[config.mk]
export PLATFORM = sky130hd
export DESIGN_NAME = idecode_stage
export DESIGN_NICKNAME = d
export VERILOG_FILES = /design/src/rtl/idecode_stage.sv
export SDC_FILE = /design/constraint.sdc
export NUM_CORES = 2
export LEC_CHECK = 0
export CORE_ASPECT_RATIO = 2
export CORE_MARGIN = 2
export CORE_UTILIZATION = 50
export CTS_CLUSTER_SIZE = 8
export DETAILED_ROUTE_END_ITERATION = 6
export PLACE_DENSITY = 0.69
export SLEW_MARGIN = 20
export SYNTH_ARGS = -nofsm -noshare
export SYNTH_HDL_FRONTEND = slang
export SYNTH_SLANG_ARGS = --single-unit
[constraint.sdc]
create_clock -name clk -period 2.89 [get_ports clk]
set_input_delay 0.578 -clock clk [delete_from_list [all_inputs] [get_ports clk]]
set_output_delay 0.578 -clock clk [all_outputs]
set_load 0.005 [all_outputs]
[src/rtl/idecode_stage.sv]
// idecode_stage
//   Decode stage of the 5-stage RISC-V pipeline, parametrised on datapath
//   width (XLEN) and register-address width (REG_AW). It decodes InstrD and
//   reads the register file, bypassing a same-cycle writeback. It also
//   sign-extends the immediate. All results are then registered into the
//   ID/EX pipeline register.
//
// Ports
//   clk, reset            rising-edge clock, asynchronous active-low reset
//   InstrD, PCD, PCPlus4D instruction in decode and its PC / PC+4
//   ValidD                InstrD holds a real instruction
//   StallE, FlushE        hold / bubble the ID/EX register (flush wins)
//   RegWriteW, RdW,
//   ResultW               writeback port into the register file
//   *E outputs            registered ID/EX contents for the execute stage
//
// Flow control: ValidD qualifies InstrD. There is no ready signal; the
// hazard unit applies back-pressure through StallE and kills through
// FlushE. A word is accepted on a rising edge only when FlushE = 0 and
// StallE = 0.
module idecode_stage #(
  parameter int XLEN   = 32,
  parameter int REG_AW = 5
) (
  input  logic              clk,
  input  logic              reset,
  input  logic [31:0]       InstrD,
  input  logic [XLEN-1:0]   PCD,
  input  logic [XLEN-1:0]   PCPlus4D,
  input  logic              ValidD,
  input  logic              StallE,
  input  logic              FlushE,
  input  logic              RegWriteW,
  input  logic [REG_AW-1:0] RdW,
  input  logic [XLEN-1:0]   ResultW,
  output logic              ValidE,
  output logic              RegWriteE,
  output logic              MemWriteE,
  output logic              JumpE,
  output logic              BranchE,
  output logic              ALUSrcE,
  output logic              IllegalE,
  output logic [1:0]        ResultSrcE,
  output logic [2:0]        ALUControlE,
  output logic [REG_AW-1:0] Rs1E,
  output logic [REG_AW-1:0] Rs2E,
  output logic [REG_AW-1:0] RdE,
  output logic [XLEN-1:0]   PCE,
  output logic [XLEN-1:0]   PCPlus4E,
  output logic [XLEN-1:0]   RD1E,
  output logic [XLEN-1:0]   RD2E,
  output logic [XLEN-1:0]   ImmExtE
);

  localparam int NREG = 1 << REG_AW;

  localparam logic [6:0] OP_LW  = 7'b0000011;
  localparam logic [6:0] OP_SW  = 7'b0100011;
  localparam logic [6:0] OP_R   = 7'b0110011;
  localparam logic [6:0] OP_BEQ = 7'b1100011;
  localparam logic [6:0] OP_I   = 7'b0010011;
  localparam logic [6:0] OP_JAL = 7'b1101111;

  typedef enum logic [1:0] {IMM_I, IMM_S, IMM_B, IMM_J} imm_src_t;

  // Field slicing
  logic [6:0]        op;
  logic [2:0]        funct3;
  logic [REG_AW-1:0] rs1;
  logic [REG_AW-1:0] rs2;
  logic [REG_AW-1:0] rd;

  assign op     = InstrD[6:0];
  assign funct3 = InstrD[14:12];
  assign rs1    = InstrD[15 +: REG_AW];
  assign rs2    = InstrD[20 +: REG_AW];
  assign rd     = InstrD[7 +: REG_AW];

  // An index is out of range when any 5-bit field bit above REG_AW is set.
  // This only matters for reduced register files (RV32E); with REG_AW = 5
  // the shift clears the field and the check is constant-false.
  logic rs1_oob;
  logic rs2_oob;
  logic rd_oob;

  assign rs1_oob = (InstrD[19:15] >> REG_AW) != 5'd0;
  assign rs2_oob = (InstrD[24:20] >> REG_AW) != 5'd0;
  assign rd_oob  = (InstrD[11:7]  >> REG_AW) != 5'd0;

  // Main decoder
  logic       reg_write;
  logic       mem_write;
  logic       jump;
  logic       branch;
  logic       alu_src;
  logic [1:0] result_src;
  logic [1:0] alu_op;
  imm_src_t   imm_src;
  logic       op_legal;
  logic       use_rs1;
  logic       use_rs2;
  logic       use_rd;

  always_comb begin
    reg_write  = 1'b0;
    mem_write  = 1'b0;
    jump       = 1'b0;
    branch     = 1'b0;
    alu_src    = 1'b0;
    result_src = 2'b00;
    alu_op     = 2'b00;
    imm_src    = IMM_I;
    op_legal   = 1'b1;
    use_rs1    = 1'b0;
    use_rs2    = 1'b0;
    use_rd     = 1'b0;
    case (op)
      OP_LW: begin
        reg_write  = 1'b1;
        alu_src    = 1'b1;
        result_src = 2'b01;
        use_rs1    = 1'b1;
        use_rd     = 1'b1;
      end
      OP_SW: begin
        mem_write = 1'b1;
        alu_src   = 1'b1;
        imm_src   = IMM_S;
        use_rs1   = 1'b1;
        use_rs2   = 1'b1;
      end
      OP_R: begin
        reg_write = 1'b1;
        alu_op    = 2'b10;
        use_rs1   = 1'b1;
        use_rs2   = 1'b1;
        use_rd    = 1'b1;
      end
      OP_BEQ: begin
        branch  = 1'b1;
        alu_op  = 2'b01;
        imm_src = IMM_B;
        use_rs1 = 1'b1;
        use_rs2 = 1'b1;
      end
      OP_I: begin
        reg_write = 1'b1;
        alu_src   = 1'b1;
        alu_op    = 2'b10;
        use_rs1   = 1'b1;
        use_rd    = 1'b1;
      end
      OP_JAL: begin
        reg_write  = 1'b1;
        jump       = 1'b1;
        result_src = 2'b10;
        imm_src    = IMM_J;
        use_rd     = 1'b1;
      end
      default: op_legal = 1'b0;
    endcase
  end

  // ALU decoder. op[5] separates R-type (sub possible) from I-ALU, where
  // bit 30 is just an immediate bit and must not turn addi into sub.
  logic [2:0] alu_ctl;
  logic       funct3_legal;

  always_comb begin
    alu_ctl      = 3'b000;
    funct3_legal = 1'b1;
    case (alu_op)
      2'b01: alu_ctl = 3'b001;
      2'b10: begin
        case (funct3)
          3'b000:  alu_ctl = (op[5] && InstrD[30]) ? 3'b001 : 3'b000;
          3'b010:  alu_ctl = 3'b101;
          3'b110:  alu_ctl = 3'b011;
          3'b111:  alu_ctl = 3'b010;
          default: funct3_legal = 1'b0;
        endcase
      end
      default: alu_ctl = 3'b000;
    endcase
  end

  logic illegal;
  logic kill;

  assign illegal = !op_legal || !funct3_legal ||
                   (use_rs1 && rs1_oob) || (use_rs2 && rs2_oob) || (use_rd && rd_oob);
  // Illegal or invalid words must not have any side effects downstream.
  assign kill = illegal || !ValidD;

  // Immediate extension
  logic [XLEN-1:0] imm_ext;

  always_comb begin
    case (imm_src)
      IMM_S:   imm_ext = {{(XLEN-12){InstrD[31]}}, InstrD[31:25], InstrD[11:7]};
      IMM_B:   imm_ext = {{(XLEN-12){InstrD[31]}}, InstrD[7], InstrD[30:25],
                          InstrD[11:8], 1'b0};
      IMM_J:   imm_ext = {{(XLEN-20){InstrD[31]}}, InstrD[19:12], InstrD[20],
                          InstrD[30:21], 1'b0};
      default: imm_ext = {{(XLEN-12){InstrD[31]}}, InstrD[31:20]};
    endcase
  end

  // Register file. Entry 0 is never written, so it stays at its reset value.
  logic [XLEN-1:0] rf [NREG];

  always_ff @(posedge clk or negedge reset) begin
    if (!reset) begin
      for (int i = 0; i < NREG; i++) begin
        rf[i[REG_AW-1:0]] <= '0;
      end
    end else if (RegWriteW && (RdW != '0)) begin
      rf[RdW] <= ResultW;
    end
  end

  // Reads bypass a same-cycle writeback so a write followed by a read of the
  // same register needs no bubble.
  logic [XLEN-1:0] rd1;
  logic [XLEN-1:0] rd2;

  always_comb begin
    if (rs1 == '0)                        rd1 = '0;
    else if (RegWriteW && (RdW == rs1))   rd1 = ResultW;
    else                                  rd1 = rf[rs1];
  end

  always_comb begin
    if (rs2 == '0)                        rd2 = '0;
    else if (RegWriteW && (RdW == rs2))   rd2 = ResultW;
    else                                  rd2 = rf[rs2];
  end

  // ID/EX register. While stalled, RD1E/RD2E keep their old values even if
  // the register file is written underneath; the hazard unit forwards on
  // Rs1E/Rs2E to cover that.
  always_ff @(posedge clk or negedge reset) begin
    if (!reset) begin
      ValidE      <= 1'b0;
      RegWriteE   <= 1'b0;
      MemWriteE   <= 1'b0;
      JumpE       <= 1'b0;
      BranchE     <= 1'b0;
      ALUSrcE     <= 1'b0;
      IllegalE    <= 1'b0;
      ResultSrcE  <= 2'b00;
      ALUControlE <= 3'b000;
      Rs1E        <= '0;
      Rs2E        <= '0;
      RdE         <= '0;
      PCE         <= '0;
      PCPlus4E    <= '0;
      RD1E        <= '0;
      RD2E        <= '0;
      ImmExtE     <= '0;
    end else if (FlushE) begin
      ValidE      <= 1'b0;
      RegWriteE   <= 1'b0;
      MemWriteE   <= 1'b0;
      JumpE       <= 1'b0;
      BranchE     <= 1'b0;
      ALUSrcE     <= 1'b0;
      IllegalE    <= 1'b0;
      ResultSrcE  <= 2'b00;
      ALUControlE <= 3'b000;
      Rs1E        <= '0;
      Rs2E        <= '0;
      RdE         <= '0;
      PCE         <= '0;
      PCPlus4E    <= '0;
      RD1E        <= '0;
      RD2E        <= '0;
      ImmExtE     <= '0;
    end else if (!StallE) begin
      ValidE      <= ValidD;
      RegWriteE   <= reg_write && !kill;
      MemWriteE   <= mem_write && !kill;
      JumpE       <= jump && !kill;
      BranchE     <= branch && !kill;
      ALUSrcE     <= alu_src && !kill;
      IllegalE    <= illegal && ValidD;
      ResultSrcE  <= kill ? 2'b00 : result_src;
      ALUControlE <= kill ? 3'b000 : alu_ctl;
      Rs1E        <= rs1;
      Rs2E        <= rs2;
      RdE         <= rd;
      PCE         <= PCD;
      PCPlus4E    <= PCPlus4D;
      RD1E        <= rd1;
      RD2E        <= rd2;
      ImmExtE     <= imm_ext;
    end
  end

endmodule

* Word level (Yosys, flattened, before mapping)
Cells that the tools add are included.
** Storage, ports and cells
- Flip-flop bits (word level) :: 1211
- Output and inout port bits :: 187
- Logic and storage cells :: 163
** Operators by class
- $lt $le $gt $ge :: 4
- Eq/ne operators :: 17
- Muxes and demuxes :: 64
- Bitwise operators :: 3
- Reductions and logical operators :: 26
** Operator list (count)
- $bwmux 1024 :: 1
- $mux 32 :: 19
- $bmux 32 s5 :: 2
- $demux 32 s5 :: 1
- $pmux 20 s3 :: 1
- $mux 5 :: 6
- $mux 1 :: 23
- $ge 6x6->1 const B :: 3
- $not 5->6 :: 3
- $eq 7x6->1 const B :: 2
- $eq 7x7->1 const B :: 2
- $pmux 3 s4 :: 1
- $logic_and 1x1->1 :: 11
- $eq 5x5->1 :: 2
- $logic_not 5->1 :: 2
- $mux 3 :: 3
- $pmux 2 s2 :: 2
- $reduce_or 4->1 :: 2
- $eq 7x2->1 const B :: 1
- $eq 7x5->1 const B :: 1
- $eq 2x2->1 const B :: 3
- $eq 3x3->1 const B :: 2
- $lt 6x1->1 const B :: 1
- $mux 2 :: 3
- 12 further kinds :: 17

* Longest topological paths before layout
- Depth after elaboration :: 12
- Depth in mapped cells :: 9

* Worst setup path before layout
OpenSTA, ideal clock, no wires.
- Path kind :: input to register
- Start point :: input port InstrD[20]
- End point :: register RD2E[31]
- Setup time :: 126 ps
- Arrival time :: 2315 ps
- Data required time :: 2764 ps
- Path slack :: 449 ps
- Stages :: 7
- Buffers on the path :: 3
- Cells stage by stage :: buf_2 -> buf_2 -> buf_2 -> mux4_2 -> a22oi_1 -> nand2_1 -> a221o_1
** Between the ends
- Longest elaborated chain between the ends :: 8
- Elaborated cells between the ends (all ways) :: 11
- Those cells by class :: 1 x eq/ne; 7 x mux; 1 x bitwise; 2 x reduce/logical
** RTL lines
- from (decl) :: line 27 : input logic [31:0] InstrD,
- $not 5->6 (implied by the code) :: line 236 : else rd2 = rf[rs2];
- $bmux 32 s5 :: line 236
- $mux 32 (implied by the code) (2 in a row) :: line 236
- $mux 32 :: line 235 : else if (RegWriteW && (RdW == rs2)) rd2 = ResultW;
- $mux 32 (*) :: line 234 : if (rs2 == '0) rd2 = '0;
- $mux 32 (*) :: line 279 : end else if (!StallE) begin
- $mux 32 (*) :: line 261 : end else if (FlushE) begin
- to (signal assigned) :: line 295 : RD2E <= rd2;
- to (decl) :: line 51 : output logic [XLEN-1:0] RD2E,
Every way passes the cells marked *; elsewhere a longest branch is shown, timed or not. The select of a mux whose other input is x is not followed.
A chain may end at the register's enable or synchronous reset.

* Worst setup path after layout
- Start point :: register RD1E[5]
- End point :: output port RD1E[5]
** RTL lines
- from (decl) :: line 50 : output logic [XLEN-1:0] RD1E,
- from (signal assigned) :: line 294 : RD1E <= rd1;
No word-level cell between the ends.

==> metrics <==
Cell Pwr Density=approximately 660 nW/µm²; Synth async-reset ratio=between 90% and 100%; top cell family by delay on the critical path=buffers and inverters; design area=74100 µm²; RSZ-0062 raised after global routing=no; GRT Overall Usage=34.4%; outcome=completed; FMAX=0.397 GHz; core region area=124000 µm²; CTS sink cnt=1200; routed vias=roughly 45000; Hold Fails Final Rpt=0; post-route ant nets=0; Tot Pwr=0.0488 W; first-pass GRT wire length=around 320 mm; Critical Path AT=1940 ps; sequential area share after synthesis=48.2%; Worst-Margin Slew=949 ps; die area=between 100000 and 150000 µm²; setup ws final=373 ps; GRT Residual Overflow=0; EDFF count, synth=0; setup TNS=0 ps; I/O pins=326; Setup CP Type=flop to primary output; GP Congestion=0.916; Final min period=2520 ps; Final Max Slew Viols=0; worst skew pair latency=790 ps; adder-cell area share of the yosys netlist=0.0402%; CTS Hold Bufs=1; TritonCTS buffer count=167; Net Count, Synth=between 4000 and 5000; starting density of the core=50.2%; root buffer cell=clkbuf_16; Die Wd=254 µm; dpl ws=-170 ps; H-tree depth=4; XOR/XNOR Fraction of Synth Area=0.141%; DR WL/cell=32.6 µm; area grow syn2layout=18.9%; period utilization=87.1%; postcts setup bufs=0; crit-path cells=clkdlybuf4s50_1; multiplexer share of the synthesized area=37.9%; ratio of cells with drive above 1 in the final layout=37.7%; initial antenna violation count=12; clock skew=about 23 ps; CTS clock-pin slew for the worst setup and hold paths=50 ps; Worst path slowest cell=clkdlybuf4s50_1; Worst Setup SP=RD1E[5]$_DFFE_PN0P_; top_reg_cell synth=dfrtp_1; slack of the worst reg-to-reg path=900 ps; TritonRoute pass-1 iters=5; DRC Markers=0; number of port buffers=approximately 330; dpl cell area=69700 µm²; main combinational cell family by area after synthesis=multiplexers; r2r endpoint=RD2E[10]$_DFFE_PN0P_; Crit path required time=between 2000 and 2500 ps; total wire length=219 mm; vias per cell=~6.7; r2r worst-path depth=5; Mapped Cells=4712; final-report setup violation count=0; Synth cell types=50; peak per-stage delay on the critical path=about 580 ps; Die Height=roughly 500 µm; net total in the final layout=5178; Reg2Reg Launch Point=rf[650]$_DFFE_PN0P_; FP Rows=183; number of global-route vias before repair=47000; post-DP HPWL=138 mm; Leakage=between 30 and 40 nW; YS warnings=0; Compound-Gate Fraction of Synth Area=5.67%; Fill cells=9804; #FFs+latches synth=1200; synthesized area=62300 µm²; CTS tree=yes; type of the most critical hold path=input port to flop; CP Capture Point=RD1E[5]; placed cell count=6532; fin cells=6720; total of max-cap violations=0; maximum clock insertion buffer count=3; CP max FO=2; Crit. End Element=primary output; WP depth=1; Worst VDD drop=~0.57 mV; relative max-transition margin=36.7%; post_cts resized=0; CP bufs+invs=1; largest net degree at the start of global routing=115; post-synthesis average cell area=13.2 µm²; Simple-Gate Fraction of Synth Area=4.38%; crit path launch type=flop; initial drt markers=3837
[layout make-up]
type / instances / area (µm²) / area share, %
tap: 1665 / 2080 / 2.81
multi-input combinational: 2998 / 30300 / 40.8
clock inverter: 14 / 214 / 0.289
antenna: 5 / 12.5 / 0.0169
sequential: 1200 / 30000 / 40.5
inverter: 7 / 26.3 / 0.0355
timing repair buffer: 663 / 7270 / 9.81
clock buffer: 168 / 4200 / 5.67
[state kept, by name (all words and copies together) (netlist names), 2 cells and up]
signal / count
rf: 1024
PCE: 32
PCPlus4E: 32
RD1E: 32
RD2E: 32
ImmExtE: 21
RdE: 5
Rs1E: 5
Rs2E: 5
ALUControlE: 3
ResultSrcE: 2
[cell usage in the layout (no fill, tap or decap), drive strengths merged, types with 44 or more instances in the layout]
cell type         n
a22oi            83
o221ai           64
mux4            260
a21oi           132
nor2            143
dfrtp          1200
mux2           1054
a211oi           44
nand4            62
clkbuf          168
buf             350
a221o            64
and2             64
o22ai            62
mux2i           591
nand2           263
clkdlybuf4s50   312
[synthesized netlist by cell type (3+ instances only)]
cell | count | share of area (%)
or2_2 | 4 | 0.040
nand2_1 | 263 | 1.6
o21ai_0 | 4 | 0.032
a22o_1 | 15 | 0.21
a22oi_1 | 83 | 1.0
nor3b_1 | 4 | 0.048
buf_4 | 29 | 0.35
a311oi_1 | 4 | 0.056
nor2b_1 | 7 | 0.070
buf_6 | 8 | 0.14
nor3_1 | 4 | 0.032
clkbuf_1 | 276 | 1.7
buf_1 | 61 | 0.37
nand3_1 | 8 | 0.064
a221o_1 | 64 | 1.0
mux4_2 | 260 | 9.4
a21o_1 | 8 | 0.096
nor2_1 | 143 | 0.86
or3b_2 | 4 | 0.056
nand3b_1 | 8 | 0.096
and3b_1 | 3 | 0.042
xor2_1 | 8 | 0.11
and2_1 | 62 | 0.62
and3_1 | 3 | 0.030
o221ai_1 | 64 | 0.90
inv_1 | 7 | 0.042
a21oi_1 | 132 | 1.1
dfrtp_1 | 1200 | 48
nand4_1 | 62 | 0.62
buf_2 | 133 | 1.1
a211oi_1 | 44 | 0.53
mux2_2 | 1054 | 19
mux2i_1 | 591 | 9.5
o22ai_1 | 62 | 0.62
nor4_1 | 4 | 0.040
[cells by family (layout without fill, tap and decap cells)]
kind of cell               after synthesis  after routing
muxes                                 1905           1905
and+or+nand+nor                        591            591
DFF                                   1200           1200
other                                    0              5
adders and majority gates                2              2
xor gates and xnor gates                10             10
AOI/OAI and AO/OA                      490            490
buffers and inverters                  514            852
[worst min path at each step]
stage                    startpoint                    endpoint  slack (ps)  cells past startpoint
2_1_floorplan                 reset  ALUControlE[0]$_DFFE_PN0P_         280                      0
3_3_place_gp   rf[1008]$_DFFE_PN0P_        rf[1008]$_DFFE_PN0P_         380                      0
3_5_place_dp    rf[995]$_DFFE_PN0P_         rf[995]$_DFFE_PN0P_         380                      0
4_1_cts                      FlushE          ValidE$_DFFE_PN0P_          50                      2
5_1_grt                      FlushE  ALUControlE[2]$_DFFE_PN0P_          90                      2
6_report                     FlushE          ValidE$_DFFE_PN0P_          90                      2
[report_power, final]
group          total (W)  internal [W]  switching [W]  leakage [nW]
Clock             0.0176        0.0102        0.00736          2.16
Sequential        0.0219        0.0197        0.00223          15.5
Combinational    0.00926       0.00529        0.00397          15.6
[per-stage QoR]
step	utilization [%]	hold slack, ps
2_1_floorplan	-	282
3_3_place_gp	56.1	376
3_5_place_dp	56.1	383
4_1_cts	59.7	51.9
5_1_grt	59.7	88.7
6_report	59.7	88.5
[routing by layer]
| layer | global-route usage, % | up-vias | wire length, µm |
|---|---|---|---|
| met2 | 58.9 | 2282 | 109000 |
| met5 | 0 | - | 27 |
| li1 | - | 18200 | - |
| met3 | 6.53 | 766 | 16100 |
| met1 | 39.3 | 23700 | 77700 |
| met4 | 22.4 | 4 | 16000 |
No activity file was read; power rests on OpenSTA's default activity.
